$ cat src/rtl/demux_stream.sv
// N-way stream demultiplexer: one input stream steered by select or round-robin
// pointer into per-channel single-entry output registers with valid/ready.
module demux_stream #(
    parameter int WIDTH = 8,
    parameter int CHANNELS = 4,
    localparam int SEL_W = $clog2(CHANNELS)
) (
    input  logic                      clk,
    input  logic                      reset_n,
    input  logic [WIDTH-1:0]          in_data,
    input  logic                      in_valid,
    output logic                      in_ready,
    input  logic [SEL_W-1:0]          sel,
    input  logic                      auto_mode,
    output logic [CHANNELS*WIDTH-1:0] out_data,
    output logic [CHANNELS-1:0]       out_valid,
    input  logic [CHANNELS-1:0]       out_ready,
    output logic [SEL_W-1:0]          cur_chan,
    output logic [7:0]                err_cnt
);

    localparam logic [SEL_W:0]   CHAN_LIM  = (SEL_W + 1)'(CHANNELS);
    localparam logic [SEL_W-1:0] LAST_CHAN = SEL_W'(CHANNELS - 1);

    function automatic logic [7:0] satInc(input logic [7:0] v);
        return (v == 8'hFF) ? v : v + 8'd1;
    endfunction

    logic [SEL_W-1:0]          rrPtr_p0;
    logic [CHANNELS-1:0]       bufVld_p0;
    logic [CHANNELS*WIDTH-1:0] bufData_p0;
    logic [7:0]                errCnt_p0;
    logic [SEL_W-1:0]          target;
    logic                      inRange;
    logic                      accept;
    logic                      fill;

    // Target selection and ready: depends only on buffer state, out_ready, sel, auto_mode.
    always_comb begin
        target   = auto_mode ? rrPtr_p0 : sel;
        inRange  = ({1'b0, target} < CHAN_LIM);
        in_ready = 1'b1;
        if (inRange) begin
            in_ready = !bufVld_p0[target] || out_ready[target];
        end
    end

    assign accept = in_valid && in_ready;
    assign fill   = accept && inRange;

    // Stage p0: channel buffers; empty buffers always present zero data.
    always_ff @(posedge clk) begin
        if (!reset_n) begin
            bufVld_p0  <= '0;
            bufData_p0 <= '0;
        end else begin
            for (int i = 0; i < CHANNELS; i++) begin
                if (fill && (target == SEL_W'(i))) begin
                    bufVld_p0[i]                <= 1'b1;
                    bufData_p0[i*WIDTH +: WIDTH] <= in_data;
                end else if (bufVld_p0[i] && out_ready[i]) begin
                    bufVld_p0[i]                <= 1'b0;
                    bufData_p0[i*WIDTH +: WIDTH] <= '0;
                end
            end
        end
    end

    // Pointer only moves on an accepted auto-mode beat, so it stalls on a blocked channel.
    always_ff @(posedge clk) begin
        if (!reset_n) begin
            rrPtr_p0  <= '0;
            errCnt_p0 <= '0;
        end else begin
            if (accept && auto_mode) begin
                rrPtr_p0 <= (rrPtr_p0 == LAST_CHAN) ? '0 : rrPtr_p0 + SEL_W'(1);
            end
            if (accept && !inRange) begin
                errCnt_p0 <= satInc(errCnt_p0);
            end
        end
    end

    assign out_data  = bufData_p0;
    assign out_valid = bufVld_p0;
    assign cur_chan  = target;
    assign err_cnt   = errCnt_p0;

endmodule

$ cat config.mk
export PLATFORM = sky130hd
export DESIGN_NAME = demux_stream
export DESIGN_NICKNAME = d
export VERILOG_FILES = /design/src/rtl/demux_stream.sv
export SDC_FILE = /design/constraint.sdc
export NUM_CORES = 1
export LEC_CHECK = 0
export ABC_AREA = 1
export CORE_AREA = 2 2 59 75
export DETAILED_ROUTE_END_ITERATION = 16
export DIE_AREA = 0 0 61 77
export PLACE_DENSITY = 0.82
export SLEW_MARGIN = 15
export SYNTH_ARGS = -nofsm -noshare
export SYNTH_HDL_FRONTEND = slang
export SYNTH_SLANG_ARGS = --single-unit
$ cat constraint.sdc
create_clock -name clk -period 4.1 [get_ports clk]
set_clock_uncertainty 0.05 [all_clocks]
set_input_delay 0.82 -clock clk [delete_from_list [all_inputs] [get_ports clk]]
set_output_delay 0.82 -clock clk [all_outputs]
set_load 0.05 [all_outputs]
==> flow_summary.ini, run 1 <==
[yosys]
synth_edf_count = 0
synth_area_um2 = 1830
synth_seq_area_share_pct = 41.5
ys_types = 20
synth_flop_cell = dfxtp_1
ys_warn_count = 0
yosys.area.top_type = dfxtp_1
syn_area_per_cell_um2 = 8.18
async_reset_ff_share_pct = 0
ys_ff_latch = 38
synth.area.top_cells = dfxtp_1 42%, nand4_1 11%, a21oi_1 10%
synth_top_area_share_pct = 41.5
synthCells = 224
synthTopCellsByCount = 38 x a21oi_1, 38 x dfxtp_1, 38 x nand3_1

[cts]
worstSkewPairLatency_ns = 0.30
cts_setup_buffers = 0
clock-sinks = 38
clk_pin_slew_worst_paths_ns = 0.07
cts_buffers = 5
clock_path_buffers = 2
clock-root-buffer = clkbuf_8
cts_tree = done
cts_resized = 0
cts_max_level = 2
cts_hold_buf = 0

[finish]
layout.nets = 295
drive_gt1_share_pct = 10.1
syn2layout_area_growth_pct = 33.5
n_antenna_cell = 0
final_cells = 333
n_fill_cell = 377

[die]
rows = 26
start_util_pct = 45.8
core-area_um2 = 4000
ios = 65
fp.dieArea_um2 = 4700
fp.dieH_um = 77
die_w_um = 61

[grt]
grt_pass1_vias = 1552
grt_pass1_wl_um = 7740
track_usage_pct = 21.8
antenna_found_initial = 0
overflow = 0
grt_max_degree = 39

[placement]
place_congestion = 0.865
dp_hpwl_um = 3330
portBuffers = 56
pre_cts_slack_ns = 0.736
placed_cells = 325

[pwr]
vdd_drop_max_v = 0.000219
p_leak_nw = 0.873
p_per_area_nw_per_um2 = 367

[setup_path]
crit_path_start_kind = primary input
arrival_ns = 2.49
cp_max_fo = 7
crit_required_ns = 3.23
end_kind = output pin
rr_worst_depth = 12
critical_path_class = in -> out

[timing]
tightest_slew_ns = 1.14
tns_ns = 0
drv_slew = 0
maxSlewHeadroom_pct = 23.7
hold_viol = 0
timing.final.ws_setup_ns = 0.739
finalCritPeriodShare_pct = 82.0
finalCriticalPeriod_ns = 3.36
fin_hold_ws_ns = 0.432
finalSetupViolations = 0
rsz0062_at_grt = no
max_freq_mhz = 298

[route]
drt_wl_total_um = 4770
final_antenna_net_count = 0
drcViolationCount = 0
wl_per_cell_um = 14.3
first_pass_iters = 4
first_iter_violations = 109
viasPerCell = 5.40
num_vias = 1797

[job]
cap_violations = 0

[min_path]
hp-class = reg -> reg
timing.hold.worst_path_depth = 2

[run_status]
status = finished clean
## critical path, cell delays in order
cell	delay, ns
clkdlybuf4s50_1	0.60
nand2_1	0.14
nand2_4	0.12
clkdlybuf4s50_1	0.81
## layout make-up
| class | instances | area (µm²) | share of cell area, % |
|---|---|---|---|
| multi-input cells | 163 | 902 | 36.9 |
| flip-flops and latches | 38 | 761 | 31.1 |
| repair buffers | 58 | 586 | 23.9 |
| clock buffers | 7 | 86.3 | 3.53 |
| well taps | 56 | 70.1 | 2.86 |
| inverters | 10 | 37.5 | 1.53 |
| clock inverters | 1 | 5.00 | 0.204 |
## placed cells by master, fill, tap and decap left out
cell type / instances
clkdlybuf4s50_1: 55
nand3_1: 38
a21oi_1: 38
dfxtp_1: 38
nand4_1: 32
nand2_1: 27
inv_1: 9
conb_1: 8
clkbuf_8: 6
nand2_2: 5
nor2_2: 5
nand3_4: 4
nand2_4: 3
buf_4: 2
inv_2: 1
a21boi_0: 1
nor2_1: 1
ha_1: 1
clkbuf_1: 1
clkinv_2: 1
buf_12: 1
## through the flow
step           utilization [%]  power, mW  cell area (µm²)
6_report                  61.2      0.899             2450
3_5_place_dp              58.9      0.639             2360
3_3_place_gp              58.9      0.637             2360
4_1_cts                   61.2      0.904             2450
2_1_floorplan                -      0.574             1860
5_1_grt                   61.2      0.934             2450
## cell families (layout without fill, tap and decap cells)
logic type,count (synthesis),count (layout),synth area share [%]
flops,38,38,41.5
simple gates,115,115,36.1
other cells,1,8,0.205
compound gates,39,39,10.8
buf+inv,30,76,10.7
fa+ha+maj,1,1,0.682
## power by group
part           internal (mW)  leakage [nW]  total [mW]  switching (mW)
sequential             0.387         0.309       0.398          0.0113
clock                  0.136        0.0482       0.268           0.133
combinational         0.0728         0.515       0.233           0.161
total                  0.595         0.873       0.899           0.304
## per-layer routing
layer | GRT usage (%) | vias to the layer above | part of all wire [%] | wire (µm)
li1 | - | 892 | - | -
met1 | 29.8 | 828 | 42 | 1990
met2 | 32.9 | 69 | 51 | 2430
met3 | 4.72 | 8 | 5.5 | 260
met4 | 8.26 | 0 | 1.9 | 89
met5 | 0 | - | 0 | 0
## final timing paths
check	start	end	slack, ns
setup / recovery	auto_mode	cur_chan[1]	0.74
hold reg to reg	out_data[1]$_SDFFE_PN0P_	out_data[1]$_SDFFE_PN0P_	0.43
setup reg to reg	rrPtr_p0[0]$_SDFFE_PN0P_	out_data[17]$_SDFFE_PN0P_	2.12
hold / removal	out_data[1]$_SDFFE_PN0P_	out_data[1]$_SDFFE_PN0P_	0.43
## sequential cells by signal, summed over array words and instances (netlist names)
register	count
rrPtr_p0	2
out_data	32
out_valid	4
(Power assumes the default switching activity.)
==> run 2: changes to the inputs <==
CORE_AREA = 2 2 61 78   (was 2 2 59 75)
DIE_AREA = 0 0 63 80   (was 0 0 61 77)
PLACE_DENSITY = 0.76   (was 0.82)
clock period = 3.5 ns   (was 4.1 ns; I/O delays follow)
==> run 2 against run 1 <==
Effect of this change:
- register-to-register slack worse by 0.60 ns
- power up 14%
- die area grew 7.3%
- largest cell class unchanged
- largest power group unchanged
==> flow_summary.ini, run 2 (same netlist as run 1, synthesis figures left out) <==
[route]
num_vias = 1792
viasPerCell = 5.35
first_iter_violations = 77
drcViolationCount = 0
wl_per_cell_um = 14.2
drt_wl_total_um = 4750
first_pass_iters = 4
final_antenna_net_count = 0

[min_path]
timing.hold.worst_path_depth = 2
min_to = out_data[25]$_SDFFE_PN0P_
hp-class = reg -> reg
holdCritStartpoint = out_data[25]$_SDFFE_PN0P_

[finish]
fin_util_pct = 57.0
layout_common_cells = 55 x clkdlybuf4s50_1, 38 x nand3_1, 38 x a21oi_1, 38 x dfxtp_1, 32 x nand4_1
largest_reg_flops = 32
drive_gt1_share_pct = 10.5
final_common_cell = clkdlybuf4s50_1
syn2layout_area_growth_pct = 33.4
n_fill_cell = 404
n_antenna_cell = 0
layout.nets = 296

[pwr]
total_power_mw = 1.02
vdd_drop_max_v = 0.000217
p_per_area_nw_per_um2 = 419
p_leak_nw = 0.873

[setup_path]
end_kind = output pin
rr_worst_depth = 12
cp_max_fo = 7
arrival_ns = 2.38
crit_path_start_kind = primary input
crit_required_ns = 2.75
r2r-end = out_data[24]$_SDFFE_PN0P_
r2r_setup_slack_ns = 1.52
reg2reg_from = rrPtr_p0[0]$_SDFFE_PN0P_
critical_path_class = in -> out

[grt]
track_usage_pct = 18.7
grt_pass1_vias = 1593
grt_pass1_wl_um = 7370
antenna_found_initial = 0
grt_max_degree = 39
overflow = 0

[die]
fp.dieArea_um2 = 5040
die_w_um = 63
ios = 65
start_util_pct = 42.7
fp.dieH_um = 80
rows = 27
core-area_um2 = 4290

[timing]
maxSlewHeadroom_pct = 65.7
finalCriticalPeriod_ns = 3.13
tightest_slew_ns = 0.513
tns_ns = 0
drv_slew = 0
finalCritPeriodShare_pct = 89.4
hold_viol = 0
max_freq_mhz = 320
rsz0062_at_grt = no
finalSetupViolations = 0

[placement]
portBuffers = 56
dp_hpwl_um = 3320
place_congestion = 0.828

[cts]
cts_setup_buffers = 0
clk_pin_slew_worst_paths_ns = 0.07
clock-sinks = 38
cts_buffers = 5
worstSkewPairLatency_ns = 0.29
cts_hold_buf = 0
cts_resized = 0
cts_max_level = 2
clock_path_buffers = 2
cts_tree = done
clock-root-buffer = clkbuf_8

[job]
cap_violations = 0

[run_status]
status = finished clean
==> run 2: changes by cell type in the layout (fill, tap and decap cells not counted), sizes merged <==
cell	delta
buf	+1
clkbuf	-2
clkinv	+1
==> run 2: cell type report <==
cell class / instances / area (µm²) / area share, %
repair buffers: 59 / 593 / 24.3
well taps: 58 / 72.6 / 2.97
inverters: 10 / 37.5 / 1.54
multi-input cells: 163 / 902 / 36.9
clock buffers: 5 / 68.8 / 2.81
clock inverters: 2 / 10.0 / 0.409
flip-flops and latches: 38 / 761 / 31.1
==> run 2: how the worst max path moves through the flow <==
stage	start	endpoint	slack, ns	depth (start not counted)
floorplan	auto_mode	in_ready	1.12	8
global placement	auto_mode	cur_chan[0]	0.40	4
detailed placement	auto_mode	cur_chan[0]	0.38	4
CTS	auto_mode	cur_chan[0]	0.38	4
global route	auto_mode	cur_chan[0]	0.31	4
finish	auto_mode	cur_chan[0]	0.37	4
==> run 2: routing by layer <==
layer / routed length [µm] / global-route usage (%) / vias up
met4: 116 / 10.7 / 0
met1: 2080 / 23.3 / 812
li1: - / - / 898
met5: 0 / 0 / -
met3: 264 / 3.67 / 9
met2: 2290 / 30.1 / 73
==> run 2: critical path, stage by stage <==
cell	delay (ns)
clkdlybuf4s50_1	0.61
nand2_1	0.13
nand2_4	0.12
clkdlybuf4s50_1	0.81
==> run 2: power breakdown <==
part,switching [mW],leakage (nW),total [mW],internal [mW]
Combinational,0.188,0.520,0.274,0.0859
Clock,0.150,0.0438,0.284,0.134
Sequential,0.0130,0.309,0.466,0.453
==> run 2: per-stage QoR <==
| step | cell area, µm² | hold slack (ns) | worst slack, ns | std cells |
|---|---|---|---|---|
| 6_report | 2440 | 0.433 | 0.372 | 335 |
| 5_1_grt | 2440 | 0.453 | 0.312 | 335 |
| 4_1_cts | 2440 | 0.437 | 0.379 | 335 |
| 3_5_place_dp | 2370 | 0.426 | 0.384 | 328 |
| 3_3_place_gp | 2370 | 0.423 | 0.401 | 328 |
| 2_1_floorplan | 1860 | 0.420 | 1.12 | 231 |
